===== src/rtl/uart_rx_ctrl.sv =====
// UART receive controller: byte FIFO, error counter, idle frame detect.
// Define UART_RX_AUTOBAUD_EN for the HUNT/LOCKED baud search.
module uart_rx_ctrl #(
  parameter int FIFO_DEPTH   = 16,
  parameter int IDLE_TIMEOUT = 20000
) (
  input  logic                            clk_i,
  input  logic                            rst_n,
  input  logic [7:0]                      rx_data_i,
  input  logic                            rx_done_i,
  input  logic                            rx_error_i,
  input  logic [3:0]                      baud_sel_i,
  output logic [3:0]                      baud_set_o,
  input  logic                            rd_en_i,
  output logic [7:0]                      rd_data_o,
  output logic                            empty_o,
  output logic                            full_o,
  output logic [$clog2(FIFO_DEPTH):0]     count_o,
  output logic                            overflow_o,
  output logic [7:0]                      err_cnt_o,
  output logic                            frame_end_o,
  output logic                            locked_o,
  input  logic                            clr_i
);

  localparam int AW = $clog2(FIFO_DEPTH);
  localparam int IW = (IDLE_TIMEOUT > 1) ? $clog2(IDLE_TIMEOUT) : 1;

  logic          good;
  logic          accept;
  logic          push_req;
  logic          push;
  logic          pop;
  logic [AW-1:0] wr_ptr;
  logic [AW-1:0] rd_ptr;
  logic [AW:0]   count_q;
  logic [7:0]    mem [FIFO_DEPTH];
  logic [IW-1:0] idle_q;
  logic          armed_q;

  assign good     = rx_done_i & ~rx_error_i;
  assign push_req = good & accept;
  assign empty_o  = (count_q == '0);
  assign full_o   = (count_q == (AW+1)'(FIFO_DEPTH));
  assign pop      = rd_en_i & ~empty_o;
  // A pop frees the slot the same cycle, so a full FIFO still takes the byte
  assign push     = push_req & (~full_o | pop);
  assign count_o  = count_q;

  always_ff @(posedge clk_i) begin
    if (push) mem[wr_ptr] <= rx_data_i;
  end

  always_ff @(posedge clk_i or negedge rst_n) begin
    if (!rst_n) begin
      wr_ptr    <= '0;
      rd_ptr    <= '0;
      count_q   <= '0;
      rd_data_o <= '0;
    end else begin
      if (push) wr_ptr <= wr_ptr + 1'b1;
      if (pop) begin
        rd_ptr    <= rd_ptr + 1'b1;
        rd_data_o <= mem[rd_ptr];
      end
      if (push && !pop)      count_q <= count_q + 1'b1;
      else if (pop && !push) count_q <= count_q - 1'b1;
    end
  end

  always_ff @(posedge clk_i or negedge rst_n) begin
    if (!rst_n) begin
      overflow_o <= 1'b0;
      err_cnt_o  <= '0;
    end else if (clr_i) begin
      overflow_o <= 1'b0;
      err_cnt_o  <= '0;
    end else begin
      if (push_req && full_o && !pop) overflow_o <= 1'b1;
      if (rx_error_i && err_cnt_o != 8'hFF)
        err_cnt_o <= err_cnt_o + 1'b1;
    end
  end

  // Counter only runs while armed, so one pulse per burst of traffic
  always_ff @(posedge clk_i or negedge rst_n) begin
    if (!rst_n) begin
      idle_q      <= '0;
      armed_q     <= 1'b0;
      frame_end_o <= 1'b0;
    end else begin
      frame_end_o <= 1'b0;
      if (good) begin
        idle_q  <= '0;
        armed_q <= 1'b1;
      end else if (armed_q) begin
        if (idle_q == IW'(IDLE_TIMEOUT - 1)) begin
          frame_end_o <= 1'b1;
          armed_q     <= 1'b0;
          idle_q      <= '0;
        end else begin
          idle_q <= idle_q + 1'b1;
        end
      end
    end
  end

`ifdef UART_RX_AUTOBAUD_EN
  typedef enum logic {HUNT, LOCKED} state_t;

  state_t     state_q, state_d;
  logic [3:0] baud_q, baud_d;
  logic [1:0] good_q, good_d;
  logic [2:0] err_q, err_d;

  always_ff @(posedge clk_i or negedge rst_n) begin
    if (!rst_n) begin
      state_q <= HUNT;
      baud_q  <= 4'd1;
      good_q  <= '0;
      err_q   <= '0;
    end else begin
      state_q <= state_d;
      baud_q  <= baud_d;
      good_q  <= good_d;
      err_q   <= err_d;
    end
  end

  always_comb begin
    state_d = state_q;
    baud_d  = baud_q;
    good_d  = good_q;
    err_d   = err_q;
    unique case (state_q)
      HUNT: begin
        if (rx_error_i) begin
          baud_d = (baud_q >= 4'd5) ? 4'd1 : baud_q + 4'd1;
          good_d = '0;
        end else if (good) begin
          if (good_q == 2'd3) begin
            state_d = LOCKED;
            good_d  = '0;
            err_d   = '0;
          end else begin
            good_d = good_q + 2'd1;
          end
        end
      end
      LOCKED: begin
        if (rx_error_i) begin
          if (err_q == 3'd7) begin
            state_d = HUNT;
            err_d   = '0;
            good_d  = '0;
          end else begin
            err_d = err_q + 3'd1;
          end
        end else if (good) begin
          err_d = '0;
        end
      end
      default: state_d = HUNT;
    endcase
  end

  assign accept     = (state_q == LOCKED);
  assign locked_o   = accept;
  assign baud_set_o = baud_q;
`else
  logic [3:0] baud_q;
  logic [3:0] baud_d;

  // Codes outside 1..4 select the fastest rate, code 5
  always_comb begin
    baud_d = 4'd5;
    if (baud_sel_i >= 4'd1 && baud_sel_i <= 4'd4) baud_d = baud_sel_i;
  end

  always_ff @(posedge clk_i or negedge rst_n) begin
    if (!rst_n) baud_q <= 4'd1;
    else        baud_q <= baud_d;
  end

  assign accept     = 1'b1;
  assign locked_o   = 1'b1;
  assign baud_set_o = baud_q;
`endif

endmodule


===== config.mk =====
export PLATFORM = sky130hd
export DESIGN_NAME = uart_rx_ctrl
export DESIGN_NICKNAME = d
export VERILOG_FILES = /design/src/rtl/uart_rx_ctrl.sv
export SDC_FILE = /design/constraint.sdc
export NUM_CORES = 1
export LEC_CHECK = 0
export ABC_AREA = 1
export CAP_MARGIN = 0
export CELL_PAD_IN_SITES_DETAIL_PLACEMENT = 2
export CELL_PAD_IN_SITES_GLOBAL_PLACEMENT = 2
export CORE_MARGIN = 3
export CORE_UTILIZATION = 41
export DETAILED_ROUTE_END_ITERATION = 6
export GPL_TIMING_DRIVEN = 0
export PLACE_DENSITY = 0.85
export SLEW_MARGIN = 10
export SYNTH_ARGS = -nofsm -noshare
export SYNTH_HDL_FRONTEND = slang
export SYNTH_SLANG_ARGS = --single-unit

===== constraint.sdc =====
create_clock -name clk_i -period 4.38 [get_ports clk_i]
set_input_delay 0.438 -clock clk_i [delete_from_list [all_inputs] [get_ports clk_i]]
set_output_delay 0.438 -clock clk_i [all_outputs]
set_load 0.02 [all_outputs]

==> impl_summary.log <==
INFO  metric run_status = finished, final reports clean
INFO  metric setup.worst_path.class = reg -> reg
INFO  metric placement_rows = 51
INFO  metric routed-via-count = 6,416
INFO  metric crit_required = 4.70 ns
INFO  metric start_util = 42.1%
INFO  metric number_of_maximum_capacitance_constraint_violations = 0
INFO  metric clock_sinks = 179
INFO  metric totalWireLength = 28,700 um
INFO  metric clock-root-buffer = sky130_fd_sc_hd__clkbuf_16
INFO  metric synth_top_area_cell = sky130_fd_sc_hd__edfxtp_1
INFO  metric drc = 0
INFO  metric power_per_cell_area = 602 nW/um2
INFO  metric place_ws = 1.19 ns
INFO  metric source_to_sink_clock_delay_at_the_later_pin_of_the_worst_skew_pair = 0.44 ns
INFO  metric core_region_area = 19,700 um2
INFO  metric worst_setup_hold_path_clk_slew = 0.07 ns
INFO  metric dr.first_iter.drc_count = 404
INFO  metric maxClockFrequency = 0.326 GHz
INFO  metric mostFrequentLayoutCell = sky130_fd_sc_hd__nand2_1
INFO  metric final.setup_skew = 0.0112 ns
INFO  metric post-route-period-util = 70.1%
INFO  metric area_growth_syn_to_layout = 16.4%
INFO  metric syn_avg_cell_area = 9.58 um2
INFO  metric synth.area.top_cells = sky130_fd_sc_hd__edfxtp_1 46%, sky130_fd_sc_hd__dfrtp_1 15%, sky130_fd_sc_hd__nand2_1 12%, sky130_fd_sc_hd__nand3_1 7.1%, sky130_fd_sc_hd__inv_1 6.2%
INFO  metric via_per_inst = 5.32
INFO  metric first_global_vias = 7,257
INFO  metric antenna_violating_nets_post_route = 0
INFO  metric grt_start_max_net_pins = 52
INFO  metric finalSetupTns = 0 ns
INFO  metric synth_nets = 894
INFO  metric grt.total_usage = 27.0%
INFO  metric dieWidth = 148 um
INFO  metric first_pass_iters = 5
INFO  metric postCtsSetupRepairBufs = 0
INFO  metric seq_area_frac_synth = 61.9%
INFO  metric max-slew-margin-rel = 30.7%
INFO  metric setup_ws = 1.31 ns
INFO  metric setup_repair_after_global_routing_missed_its_margin = no
INFO  metric final_cell_mix = 274 x sky130_fd_sc_hd__nand2_1, 136 x sky130_fd_sc_hd__inv_1, 128 x sky130_fd_sc_hd__edfxtp_1
INFO  metric tritoncts.num_buffers = 17
INFO  metric final_cells = 1,206
INFO  metric crit_path_capture_type = flip-flop
INFO  metric finalSetupViolCount = 0
INFO  metric transition_time_at_the_pin_with_the_least_slew_margin = 1.04 ns
INFO  metric synth_instances = 863
INFO  metric clock_tree_from_tritoncts = yes
INFO  metric vdd_ir_drop_max = 288 uV
INFO  metric grt_pass1_wl = 44,200 um
INFO  metric r2r.worst_path.cells = 15
INFO  metric antenna-diode-count = 0
INFO  metric num-nets-final = 959
INFO  metric postSynth.asyncResetShare = 28.5%
INFO  metric holdCritPathClass = in -> async
INFO  metric p_leak = 4.24 nW
INFO  metric synth-edff-count = 128
INFO  metric cp.arrival = 3.39 ns
INFO  metric post-place-cells = 1,174
INFO  metric die_height = 148 um
INFO  metric place_hpwl = 18,900 um
INFO  metric final-max-slew-violation-count = 0
INFO  metric cts-hold-fix-buffers = 0
INFO  metric gp_congestion = 0.777
INFO  metric hold_violations = 0
INFO  metric synthesis.area = 8270 um2
INFO  metric ctsLongestPathBuffers = 2
INFO  metric timing.critical_path.from = count_o[3]
INFO  metric cp_max_fo = 10
INFO  metric timing.rr.start = count_o[3]
INFO  metric clock_tree.htree_level_count = 4
INFO  metric ys_types = 36
INFO  metric grt-ovfl-total = 0
INFO  metric post_cts.resized_instances = 0
INFO  metric placement.io_buffers = 46
INFO  metric yosys_register_bits = 179
INFO  metric full_die_area = 21,900 um2
INFO  metric ys_warn_count = 0
INFO  metric route.detailed.wl_per_inst = 23.8 um
INFO  metric main_flop_type_after_synthesis = sky130_fd_sc_hd__edfxtp_1
INFO  metric timing.reg2reg.setup_slack = 1.31 ns
INFO  metric io_pins = 48
INFO  metric critical_path.startpoint_type = flip-flop
INFO  metric layout-drive-gt1-share = 7.76%
INFO  metric finalWorstPathRequiredPeriod = 3.07 ns
INFO  metric synth.top_cell.area_share = 46.5%
INFO  metric antenna_found_initial = 0
-- final timing paths --
kind | end
hold reg to reg | rd_data_o[7]
max in group asynchronous | wr_ptr[1]
setup / recovery | count_o[4]
setup reg to reg | count_o[4]
min in group clk_i | rd_data_o[7]
hold / removal | count_o[2]
-- stage by stage --
step	cell area [um2]	total power [mW]	hold slack (ns)	util, %
detailed placement	9060	4.21	0.483	46.1
floorplan	8270	3.36	0.142	-
finish	9630	5.79	0.0483	49.0
global route	9630	6.10	0.0980	49.0
CTS	9630	5.81	0.0704	49.0
global placement	9060	4.05	0.466	46.1
-- sequential cells by signal, summed over array words and instances (netlist names) --
name and cells:
frame_end_o 1, wr_ptr 4, baud_set_o 4, rd_ptr 4, err_cnt_o 8, armed_q 1
mem 128, overflow_o 1, idle_q 15, rd_data_o 8, count_o 5
-- kinds of logic (layout without fill, tap and decap cells) --
kind of cell | after synthesis | after routing | share of synthesized area [%]
flops | 179 | 179 | 61.9
other cells | 2 | 2 | 0.0908
xor+xnor | 15 | 15 | 1.59
simple gates | 449 | 449 | 23.2
buf+inv | 171 | 249 | 8.91
mux | 1 | 1 | 0.121
compound gates | 33 | 33 | 2.15
fa+ha+maj | 13 | 13 | 2.06
-- power by group --
part,internal [mW],total [mW],leakage [nW],switching (mW)
logic,0.666,2.15,2.16,1.48
registers,1.99,2.12,1.81,0.127
clock network,0.833,1.52,0.267,0.692
total,3.49,5.79,4.24,2.30
-- critical path, stage by stage (launching register included) --
cell	delay, ns
sky130_fd_sc_hd__dfrtp_1	0.43
sky130_fd_sc_hd__nor2_1	0.16
sky130_fd_sc_hd__nand3_1	0.09
sky130_fd_sc_hd__nor2_1	0.31
sky130_fd_sc_hd__nand2_1	0.09
sky130_fd_sc_hd__nand2_1	0.18
sky130_fd_sc_hd__inv_2	0.17
sky130_fd_sc_hd__ha_1	0.26
sky130_fd_sc_hd__inv_1	0.21
sky130_fd_sc_hd__ha_1	0.31
sky130_fd_sc_hd__a21oi_1	0.14
sky130_fd_sc_hd__o21ai_0	0.15
sky130_fd_sc_hd__a21oi_1	0.19
sky130_fd_sc_hd__o21ai_0	0.12
sky130_fd_sc_hd__nand2_1	0.09
sky130_fd_sc_hd__nand2_1	0.05
-- cells in the mapped netlist, types with 2 or more instances --
master,n
sky130_fd_sc_hd__a21oi_1,6
sky130_fd_sc_hd__buf_2,13
sky130_fd_sc_hd__buf_4,9
sky130_fd_sc_hd__buf_6,6
sky130_fd_sc_hd__clkinv_1,2
sky130_fd_sc_hd__conb_1,2
sky130_fd_sc_hd__dfrtp_1,50
sky130_fd_sc_hd__edfxtp_1,128
sky130_fd_sc_hd__ha_1,12
sky130_fd_sc_hd__inv_1,136
sky130_fd_sc_hd__inv_2,3
sky130_fd_sc_hd__nand2_1,274
sky130_fd_sc_hd__nand3_1,117
sky130_fd_sc_hd__nand3_2,4
sky130_fd_sc_hd__nand4_1,5
sky130_fd_sc_hd__nor2_1,30
sky130_fd_sc_hd__nor2_2,3
sky130_fd_sc_hd__nor3_1,11
sky130_fd_sc_hd__o21ai_0,18
sky130_fd_sc_hd__o22ai_1,5
sky130_fd_sc_hd__xnor2_1,3
sky130_fd_sc_hd__xor2_1,12
-- cell type report --
class                           instances  area, um2
Sequential cell                       179       5120
Fill cell                            2091      10000
Clock inverter                         15        143
Clock buffer                           17        425
Timing Repair Buffer                   46        458
Tap cell                              265        332
Inverter                              141        529
Buffer                                 30        208
Multi-Input combinational cell        513       2410
-- per-layer routing --
layer  wire length, um  vias up  GRT usage (%)
met1             12100     3317           33.8
li1                  -     2889              -
met2             14800      167           47.4
met3              1190       43           5.33
met4               689        0           8.50
met5                 0        -              0
Note: power is estimated with default switching activity, not from simulation.
